$ cat src/rtl/wb_port_arbiter.sv
// Write-port arbiter between the W stage and a buffered long-latency result unit.
// Define WB_PORT_ARB_STARVE_EN to add the starvation counter that forces a FIFO drain.
module wb_port_arbiter #(
    parameter int DEPTH        = 2,
    parameter int STARVE_LIMIT = 8
) (
    input  logic        clk,
    input  logic        reset,
    input  logic        w_we,
    input  logic [4:0]  w_addr,
    input  logic [31:0] w_data,
    input  logic        lu_valid,
    input  logic [4:0]  lu_addr,
    input  logic [31:0] lu_data,
    output logic        lu_ready,
    output logic        pipe_stall,
    output logic        rf_we,
    output logic [4:0]  rf_addr,
    output logic [31:0] rf_wdata,
    input  logic [4:0]  q_addr,
    output logic        q_hit
);
    localparam int PTR_W = $clog2(DEPTH);
    localparam int CNT_W = $clog2(DEPTH + 1);

    logic [4:0]       fifo_addr [DEPTH];
    logic [31:0]      fifo_data [DEPTH];
    logic [PTR_W-1:0] rd_ptr;
    logic [PTR_W-1:0] wr_ptr;
    logic [CNT_W-1:0] count;

    logic [PTR_W-1:0] offs [DEPTH];
    logic [DEPTH-1:0] entry_valid;
    logic [DEPTH-1:0] w_match;
    logic [DEPTH-1:0] q_match;

    logic empty;
    logic w_slot;
    logic hit;
    logic force_drain;
    logic pop;
    logic push;
    logic bypass;

    assign empty  = (count == '0);
    assign w_slot = w_we && (w_addr != 5'd0);

    // An entry is live when its distance from the head is below the occupancy.
    always_comb begin
        entry_valid = '0;
        w_match     = '0;
        q_match     = '0;
        for (int i = 0; i < DEPTH; i++) begin
            offs[i]        = PTR_W'(i) - rd_ptr;
            entry_valid[i] = (CNT_W'(offs[i]) < count);
            w_match[i]     = entry_valid[i] && (fifo_addr[i] == w_addr);
            q_match[i]     = entry_valid[i] && (fifo_addr[i] == q_addr);
        end
    end

    assign hit        = w_slot && (|w_match);
    assign q_hit      = (q_addr != 5'd0) && (|q_match);
    assign pipe_stall = !empty && (hit || force_drain);
    assign lu_ready   = reset && (count < CNT_W'(DEPTH));

`ifdef WB_PORT_ARB_STARVE_EN
    localparam int SC_W = $clog2(STARVE_LIMIT + 1);
    logic [SC_W-1:0] starve_cnt;

    always_ff @(posedge clk or negedge reset) begin
        if (!reset) begin
            starve_cnt <= '0;
        end else if (pop || empty) begin
            starve_cnt <= '0;
        end else if (starve_cnt < SC_W'(STARVE_LIMIT)) begin
            starve_cnt <= starve_cnt + SC_W'(1);
        end
    end

    assign force_drain = (starve_cnt >= SC_W'(STARVE_LIMIT));
`else
    assign force_drain = 1'b0;
`endif

    always_comb begin
        // NOTE: every output gets a default first so no path can infer a latch.
        pop      = 1'b0;
        bypass   = 1'b0;
        rf_we    = 1'b0;
        rf_addr  = w_addr;
        rf_wdata = w_data;
        if (!reset) begin
            rf_we = 1'b0;
        end else if (!empty && (!w_slot || pipe_stall)) begin
            pop      = 1'b1;
            rf_we    = 1'b1;
            rf_addr  = fifo_addr[rd_ptr];
            rf_wdata = fifo_data[rd_ptr];
        end else if (w_slot) begin
            rf_we = 1'b1;
        end else if (empty && lu_valid && (lu_addr != 5'd0)) begin
            bypass   = 1'b1;
            rf_we    = 1'b1;
            rf_addr  = lu_addr;
            rf_wdata = lu_data;
        end
    end

    // Results to $0 are accepted and dropped; bypassed results never occupy a slot.
    assign push = lu_valid && lu_ready && (lu_addr != 5'd0) && !bypass;

    always_ff @(posedge clk or negedge reset) begin
        // NOTE: sequential state uses non-blocking assignments so all flops update together.
        if (!reset) begin
            rd_ptr <= '0;
            wr_ptr <= '0;
            count  <= '0;
        end else begin
            if (push) begin
                wr_ptr <= wr_ptr + PTR_W'(1);
            end
            if (pop) begin
                rd_ptr <= rd_ptr + PTR_W'(1);
            end
            if (push && !pop) begin
                count <= count + CNT_W'(1);
            end else if (pop && !push) begin
                count <= count - CNT_W'(1);
            end
        end
    end

    // NOTE: storage is not reset; validity is derived from count, which is.
    always_ff @(posedge clk) begin
        if (push) begin
            fifo_addr[wr_ptr] <= lu_addr;
            fifo_data[wr_ptr] <= lu_data;
        end
    end

endmodule

$ cat config.mk
export PLATFORM = sky130hd
export DESIGN_NAME = wb_port_arbiter
export DESIGN_NICKNAME = d
export VERILOG_FILES = /design/src/rtl/wb_port_arbiter.sv
export SDC_FILE = /design/constraint.sdc
export NUM_CORES = 1
export LEC_CHECK = 0
export CAP_MARGIN = 5
export CORE_MARGIN = 2
export CORE_UTILIZATION = 50
export DETAILED_ROUTE_END_ITERATION = 10
export DONT_BUFFER_PORTS = 1
export PLACE_DENSITY = 0.65
export SLEW_MARGIN = 20
export SYNTH_ARGS = -nofsm -noshare
export SYNTH_HDL_FRONTEND = slang
export SYNTH_SLANG_ARGS = --single-unit
$ cat constraint.sdc
create_clock -name clk -period 7.8 [get_ports clk]
set_clock_uncertainty 0.15 [all_clocks]
set_input_delay 1.56 -clock clk [delete_from_list [all_inputs] [get_ports clk]]
set_output_delay 1.56 -clock clk [all_outputs]
set_load 0.01 [all_outputs]
# Word-level counts from Yosys, hierarchy flattened
# Memories as Yosys holds them, arrays and structs flattened.
# Cells that the tools add are included.
[classes]
addsub = 6
order_cmp = 3
eq_ne = 4
mux = 21
reduce_logical = 30
[ops]
columns = ["cell", "n"]
rows = [
  ["2-to-1 mux 32 bit", 4],
  ["equality test 5 bit", 4],
  ["2-to-1 mux 5 bit", 4],
  ["logical AND 1 bit", 17],
  ["nonzero test 5 bit", 3],
  ["2-to-1 mux 1 bit", 11],
  ["logical NOT 1 bit", 5],
  ["< comparator 1 x 2 -> 1 bit", 2],
  ["2-to-1 mux 2 bit", 2],
  ["OR reduction 2 bit", 2],
  ["adder 1 bit (second input constant)", 2],
  ["adder 2 x 1 -> 2 bit (second input constant)", 1],
  ["logical NOT 2 bit", 1],
  ["< comparator 2 bit (second input constant)", 1],
  ["nonzero test 2 bit", 1],
  ["subtractor 1 bit (first input constant)", 2],
  ["subtractor 2 x 1 -> 2 bit (second input constant)", 1],
  ["logical OR 1 bit", 1],
]
[totals]
regBits = 4
ram_bits = 74
out_inout_bits = 41
word_cells = 69
mem_count = 2
[memory_table]
columns = ["memory", "words", "word_bits", "rd", "rd_clocked_by_memory_dff", "wr", "line", "text"]
rows = [
  ["fifo_data", 2, 32, 1, 0, 1, "27", "logic [31:0] fifo_data [DEPTH];"],
  ["fifo_addr", 2, 5, 3, 0, 1, "26", "logic [4:0] fifo_addr [DEPTH];"],
]

# Depth between registers and ports, before layout
# Gate-level depths: netlist of the first run.
[depth]
ltp_word = 16
depth_mapped = 12

# Worst setup path before layout of the first run
# Ideal clock, no wire load.
[synth_path]
kind = "input-to-output"
startpoint = "in w_addr[1]"
endpoint = "out rf_wdata[10]"
arrival_ns = 3.173
t_required_ns = 6.090
path_slack_ns = 2.917
path_stages = 7
path_cell_list = "or4_4 > o21ai_4 > o31ai_1 > a21bo_1 > buf_6 > buf_6 > a221o_1"
[synth_between]
elab_chain_cells = 9
elab_cells_between_ends = 15
classes_between = "eq/ne (2); mux (3); reduce/logical (10)"
[synth_rtl]
columns = ["element", "line", "text"]
rows = [
  ["from (decl)", "10", "input logic [4:0] w_addr,"],
  ["equality test 5 bit", "56", "w_match[i] = entry_valid[i] && (fifo_addr[i] == w_addr);"],
  ["logical AND 1 bit", "56", ""],
  ["OR reduction 2 bit", "61", "assign hit = w_slot && (|w_match);"],
  ["logical AND 1 bit", "61", ""],
  ["logical AND 1 bit", "63", "assign pipe_stall = !empty && (hit || force_drain);"],
  ["logical OR 1 bit", "94", "end else if (!empty && (!w_slot || pipe_stall)) begin"],
  ["logical AND 1 bit", "94", ""],
  ["2-to-1 mux 32 bit *", "94", ""],
  ["2-to-1 mux 32 bit *", "92", "if (!reset) begin"],
  ["to (decl)", "19", "output logic [31:0] rf_wdata,"],
]
# Mark *: on every way between the ends. The rest lies on a longest branch, timed or not.

# Worst setup path after layout of the first run
[layout_path]
startpoint = "in w_addr[1]"
endpoint = "out rf_addr[0]"
[layout_between]
elab_chain_cells = 9
elab_cells_between_ends = 15
classes_between = "eq/ne (2); mux (3); reduce/logical (10)"
[layout_rtl]
columns = ["element", "line", "text"]
rows = [
  ["equality test 5 bit", "56", ""],
  ["logical AND 1 bit", "56", ""],
  ["OR reduction 2 bit", "61", ""],
  ["logical AND 1 bit", "61", ""],
  ["logical AND 1 bit", "63", ""],
  ["logical OR 1 bit", "94", ""],
  ["logical AND 1 bit", "94", ""],
  ["2-to-1 mux 5 bit *", "94", ""],
  ["2-to-1 mux 5 bit *", "92", ""],
  ["to (decl)", "18", "output logic [4:0] rf_addr,"],
]
# Marked as above.

==> results of run 1 <==
critical path, delay by kind of cell:
family	cells	cell delay, ns
buffers and inverters	1	0.47
AO/OA/AOI/OAI	2	0.37
AND/OR/NAND/NOR	3	1.30
layer usage:
metal | vias to the layer above | share of wire (%)
met4 | 0 | 1.5
met3 | 8 | 7.7
met5 | - | 0
met1 | 1149 | 40
met2 | 86 | 51
li1 | 1110 | -
flip-flops by register name, indices dropped and copies added, names as in the netlist:
| name | flops |
|---|---|
| fifo_addr | 10 |
| count | 2 |
| rd_ptr | 1 |
| wr_ptr | 1 |
| fifo_data | 64 |
final timing paths:
check / end / cells past startpoint
worst max-delay path: rf_addr[0] / 6
worst min-delay path: wr_ptr / 1
worst max register to register: count[1] / 9
worst min register to register: wr_ptr / 1
max in group asynchronous: rd_ptr / 0
min in group asynchronous: wr_ptr / 0
synth_stat cells, drive strengths merged, types with 2 or more instances:
library cell | instances | share of area (%)
inv | 39 | 3.7
nor4 | 3 | 0.48
nand4 | 2 | 0.32
nor2b | 3 | 0.48
nor2 | 42 | 4.0
a221o | 37 | 9.4
o21ai | 3 | 0.67
dfrtp | 4 | 2.5
clkbuf | 8 | 0.76
a21oi | 3 | 0.38
buf | 9 | 1.8
nor3 | 2 | 0.25
edfxtp | 74 | 57
xor2 | 13 | 2.9
xnor2 | 12 | 2.7
mux2 | 37 | 11
kinds of logic after synthesis:
kind of cell | count (synthesis) | share of synthesized area (%)
flip-flops | 78 | 59.1
buffers and inverters | 56 | 6.30
AND/OR/NAND/NOR | 56 | 6.24
AO/OA/AOI/OAI | 50 | 11.9
multiplexers | 37 | 10.6
XOR/XNOR | 25 | 5.57
adder cells (fa/ha/maj) | 1 | 0.318
cell type report:
type,count,area (µm²),share of cell area [%]
timing repair buffer,3,42.5,1.01
clock inverter,6,61.3,1.46
tap,102,128,3.03
inverter,39,146,3.48
multi-input combinational,169,1380,32.9
sequential,78,2320,55.2
clock buffer,9,124,2.94
per-stage QoR:
stage | hold WS [ns] | total power, µW | utilization, %
2_1_floorplan | 0.305 | 825 | -
3_3_place_gp | 0.370 | 874 | 52.0
3_5_place_dp | 0.389 | 883 | 52.3
4_1_cts | 0.403 | 1170 | 54.7
5_1_grt | 0.431 | 1210 | 54.7
6_report | 0.402 | 1160 | 54.7
layout by cell type (no fill, tap or decap), drive strengths merged, types with 2 or more instances in the layout:
master	instances
clkbuf	9
inv	40
o21ai	3
nor2	42
a21oi	3
clkinv	3
dfrtp	4
xnor2	12
edfxtp	74
nor3	2
nor4	3
nand4	2
xor2	13
nor2b	3
buf	3
a221o	37
mux2	37
power groups by stage:
stage	logic, µW	clock network [µW]	registers, µW
final	290	287	581
after global routing	315	309	589
after CTS	294	295	582
after detailed placement	292	0	591
after global placement	284	0	591
after floorplan	291	0	533
==> metrics.yaml, run 1 <==
run_status:
  outcome: "complete, no violations"
finish:
  final_nets: 384
  fin_area_um2: 4210
  instances_no_fill: 406
  area_delta_synth_final_pct: 7.00
  drive_above_1_share_pct: 20.1
  fill_cells: 691
  insertedDiodeCount: 0
worst_setup_path:
  crit_path_end_kind: "output port"
  cp-start-kind: "input port"
  arrival_ns: 3.71
  critPathMaxFanout: 21
  setup.worst_path.class: "input port to output port"
  max_stage_delay_ns: 0.61
  timing.reg2reg.setup_slack_ns: 4.17
  crit_chain: "or4_4 > o21ai_4 > nand4_1 > buf_4 > nor2_1 > a221o_1"
  reg2reg_from: "rd_ptr"
  worst-endpoint-required_ns: 6.09
  slowest_stage: "nand4_1"
  startpoint: "w_addr[1]"
flow_run:
  drv_cap: 0
drt:
  drt_wl_total_um: 7920
  routedWlPerCell_um: 19.5
  drtIter0Drc: 96
  post_drt_via_cell_ratio: 5.80
  detail-route-antenna-nets: 0
  vias: 2353
  dr.pass1.iters: 4
  drcViolationCount: 0
clock_network:
  cts_tree: "done"
  clock-sinks: 78
  post_cts_buffers: 0
  htree_levels: 3
  hold_buffers: 0
  cts_buffers: 9
  cts.reportedPaths.clkPinSlew_ns: 0.08
  cts-root-buf: "clkbuf_8"
  cts_resized: 0
  cts_buffer_depth: 2
  clkLatencyLatePin_ns: 0.34
global_route:
  grt.total_usage_pct: 19.0
  grt_pass1_wl_um: 12300
  grt_busiest_layer: "met2"
  grt.met2_usage_pct: 32.2
  grtUsageMet1_pct: 22.8
  grt_max_degree: 41
  grt_use_met3_pct: 5.45
  grt_overflow: 0
  antenna_found_initial: 0
  first_global_vias: 2391
hold_path:
  hold_path.class: "register to register"
  min_from: "wr_ptr"
power_and_ir_drop:
  combinationalPowerShare_pct: 25.1
  p_leak_uw: 0.00154
  p_per_area_nw_per_um2: 275
  p_int_uw: 807
  ir_drop_mv: 0.141
  switching_power_uw: 352
  p_clk_share_pct: 24.8
  seqPwrFrac_pct: 50.2
  swShare_pct: 30.4
sta:
  report.final.setup_viol: 0
  rsz0062_at_grt: "no"
  tns_ns: 0
  hold_viol_final: 0
  slew_viol_final: 0
  slew_headroom_pct: 26.7
  layout_setup_ws_ns: 2.38
  max_freq_mhz: 184
  worst_pin_slew_ns: 1.10
  min_period_over_period_pct: 69.5
  period_minus_slack_ns: 5.42
die:
  die-area_um2: 8590
  die_x_um: 92.7
  die_h_um: 92.7
  initial_utilization_pct: 51.2
  ios: 124
  core_um2: 7690
  std_cell_rows: 32
synth:
  netlist_instances: 303
  ys_warn_count: 0
  syn_area_per_cell_um2: 13.0
  ys_async_sr_fraction_pct: 5.13
  synth_ff_type: "edfxtp_1"
  synth_area_um2: 3930
  yosys_register_bits: 78
  syn_nets: 387
  synth_edf_count: 74
  ys_seq_area_share_pct: 59.1
  ys_types: 32
placement:
  gp_congestion: 0.766
  pre_cts_slack_ns: 2.30
  placed_area_um2: 4020
  dp.cells: 391
  port_buffers: 0
  dp_hpwl_um: 5300
Power figures use the tool's default switching activity.
==> run 2: changes to the inputs <==
- PLACE_DENSITY: 0.65 -> 0.68
- clock period: 7.8 -> 4.8 ns (I/O delays scaled with it)
==> metrics.yaml, run 2 (synthesis gave the netlist of run 1 again) <==
run_status:
  outcome: "complete, no violations"
clock_network:
  cts_buffer_depth: 2  # unchanged
  cts.reportedPaths.clkPinSlew_ns: 0.08  # about the same
  cts_tree: "done"
  hold_buffers: 0  # unchanged
  cts_resized: 0  # unchanged
  post_cts_buffers: 0  # unchanged
  cts-root-buf: "clkbuf_8"
  clock-sinks: 78  # unchanged
  cts_buffers: 9  # unchanged
  clkLatencyLatePin_ns: 0.34  # about the same
  htree_levels: 3  # unchanged
sta:
  hold_viol_final: 0  # unchanged
  worst_pin_slew_ns: 0.916  # -0.180 ns
  slew_headroom_pct: 38.9  # +12 points
  period_minus_slack_ns: 4.05
  slew_viol_final: 0  # unchanged
  layout_setup_ws_ns: 0.752  # -1.63 ns
  report.final.setup_viol: 0  # unchanged
  tns_ns: 0  # unchanged
  rsz0062_at_grt: "no"
  max_freq_mhz: 247
  min_period_over_period_pct: 84.3
worst_setup_path:
  setup.worst_path.class: "input port to output port"
  crit_family: "compound AO/OA/AOI/OAI gates"
  cp-start-kind: "input port"
  crit_path_end_kind: "output port"
  max_stage_delay_ns: 0.53  # -0.08 ns
  crit_chain: "or4_4 > o21ai_4 > inv_1 > a21oi_4 > buf_4 > a221o_1"
  arrival_ns: 2.94  # -0.77 ns
  critPathMaxFanout: 20  # -4.8%
  path_buf_inv: 2  # +1
  slowest_stage: "or4_4"
  worst-endpoint-required_ns: 3.69  # -2.40 ns
drt:
  drtIter0Drc: 104  # +8.3%
  vias: 2337  # -0.68%
  dr.pass1.iters: 5  # +1
  drcViolationCount: 0  # unchanged
  drt_wl_total_um: 7660  # -3.2%
  detail-route-antenna-nets: 0  # unchanged
  routedWlPerCell_um: 18.8  # -3.7%
  post_drt_via_cell_ratio: 5.73  # -1.2%
finish:
  area_delta_synth_final_pct: 6.90  # about the same
  top_register: "fifo_data"
  insertedDiodeCount: 0  # unchanged
  drive_above_1_share_pct: 20.6  # +0.52 points
  largest_register_ff_count: 64  # unchanged
  final_nets: 386  # +0.52%
  final_cell_mix: "74 x edfxtp_1, 42 x nor2_1, 39 x inv_1"
  top_regs: "fifo_data: 64 flops, fifo_addr: 10 flops, count: 2 flops"
  final_common_cell: "edfxtp_1"
  fin_area_um2: 4200  # about the same
global_route:
  grt.total_usage_pct: 18.1  # -0.92 points
  grt_overflow: 0  # unchanged
  grt_max_degree: 38  # -7.3%
  antenna_found_initial: 0  # unchanged
  grt_pass1_wl_um: 11600  # -5.6%
  first_global_vias: 2287  # -4.3%
die:
  std_cell_rows: 32  # unchanged
  die_x_um: 92.7  # unchanged
  die_h_um: 92.7  # unchanged
  core_um2: 7690  # unchanged
  die-area_um2: 8590  # unchanged
  ios: 124  # unchanged
  initial_utilization_pct: 51.2  # unchanged
power_and_ir_drop:
  p_per_area_nw_per_um2: 447  # +62%
  ir_drop_mv: 0.240  # +71%
  p_leak_uw: 0.00153  # -0.27%
  power_uw: 1880  # +62%
placement:
  gp_congestion: 0.819  # +6.9%
  dp_hpwl_um: 5130  # -3.2%
  placed_area_um2: 4020  # -0.12%
  port_buffers: 0  # unchanged
  pre_cts_slack_ns: 0.666  # -1.64 ns
hold_path:
  hold_path.class: "input port to async pin"
flow_run:
  drv_cap: 0  # unchanged
## run 2: cell count changes in the layout (fill, tap and decap cells not counted)
cell / delta
a21bo_1: -1
a21bo_2: +1
buf_16: -1
buf_4: +3
clkinv_1: +1
clkinv_2: -2
clkinvlp_4: +1
## run 2: path summary, 6_finish.rpt
path,start,endpoint,slack (ns),depth (start not counted)
max,w_addr[1],rf_wdata[0],0.75,6
min,reset,wr_ptr,0.16,0
max reg2reg,rd_ptr,count[1],1.70,10
min reg2reg,wr_ptr,wr_ptr,0.40,1
max in group asynchronous,reset,rd_ptr,4.26,0
min in group clk,wr_ptr,wr_ptr,0.40,1
## run 2: report_power, final
part / switching [µW] / total (µW) / leakage (µW) / internal [µW]
Combinational: 261 / 504 / 0.000726 / 244
Clock: 231 / 468 / 0.0000891 / 236
Sequential: 73.7 / 905 / 0.000717 / 832
## run 2: layer usage
metal	part of all wire (%)	vias up	track usage, %
li1	-	1115	-
met3	5.6	12	4.39
met1	44	1121	21.8
met5	0	-	0
met4	1.7	0	7.48
met2	49	89	31.1
## run 2: final cells by class
cell class                      count  area, µm²
Multi-Input combinational cell    169       1380
Clock inverter                      6       62.6
Sequential cell                    78       2320
Tap cell                          102        128
Timing Repair Buffer                5       37.5
Inverter                           39        146
Clock buffer                        9        124
Fill cell                         673       3480
## run 2: per-stage QoR
step | hold slack (ns) | std cells | utilization (%)
6_report | 0.157 | 408 | 54.7
5_1_grt | 0.129 | 408 | 54.7
4_1_cts | 0.142 | 408 | 54.7
3_5_place_dp | 0.377 | 393 | 52.3
3_3_place_gp | 0.370 | 393 | 52.3
2_1_floorplan | 0.305 | 303 | -
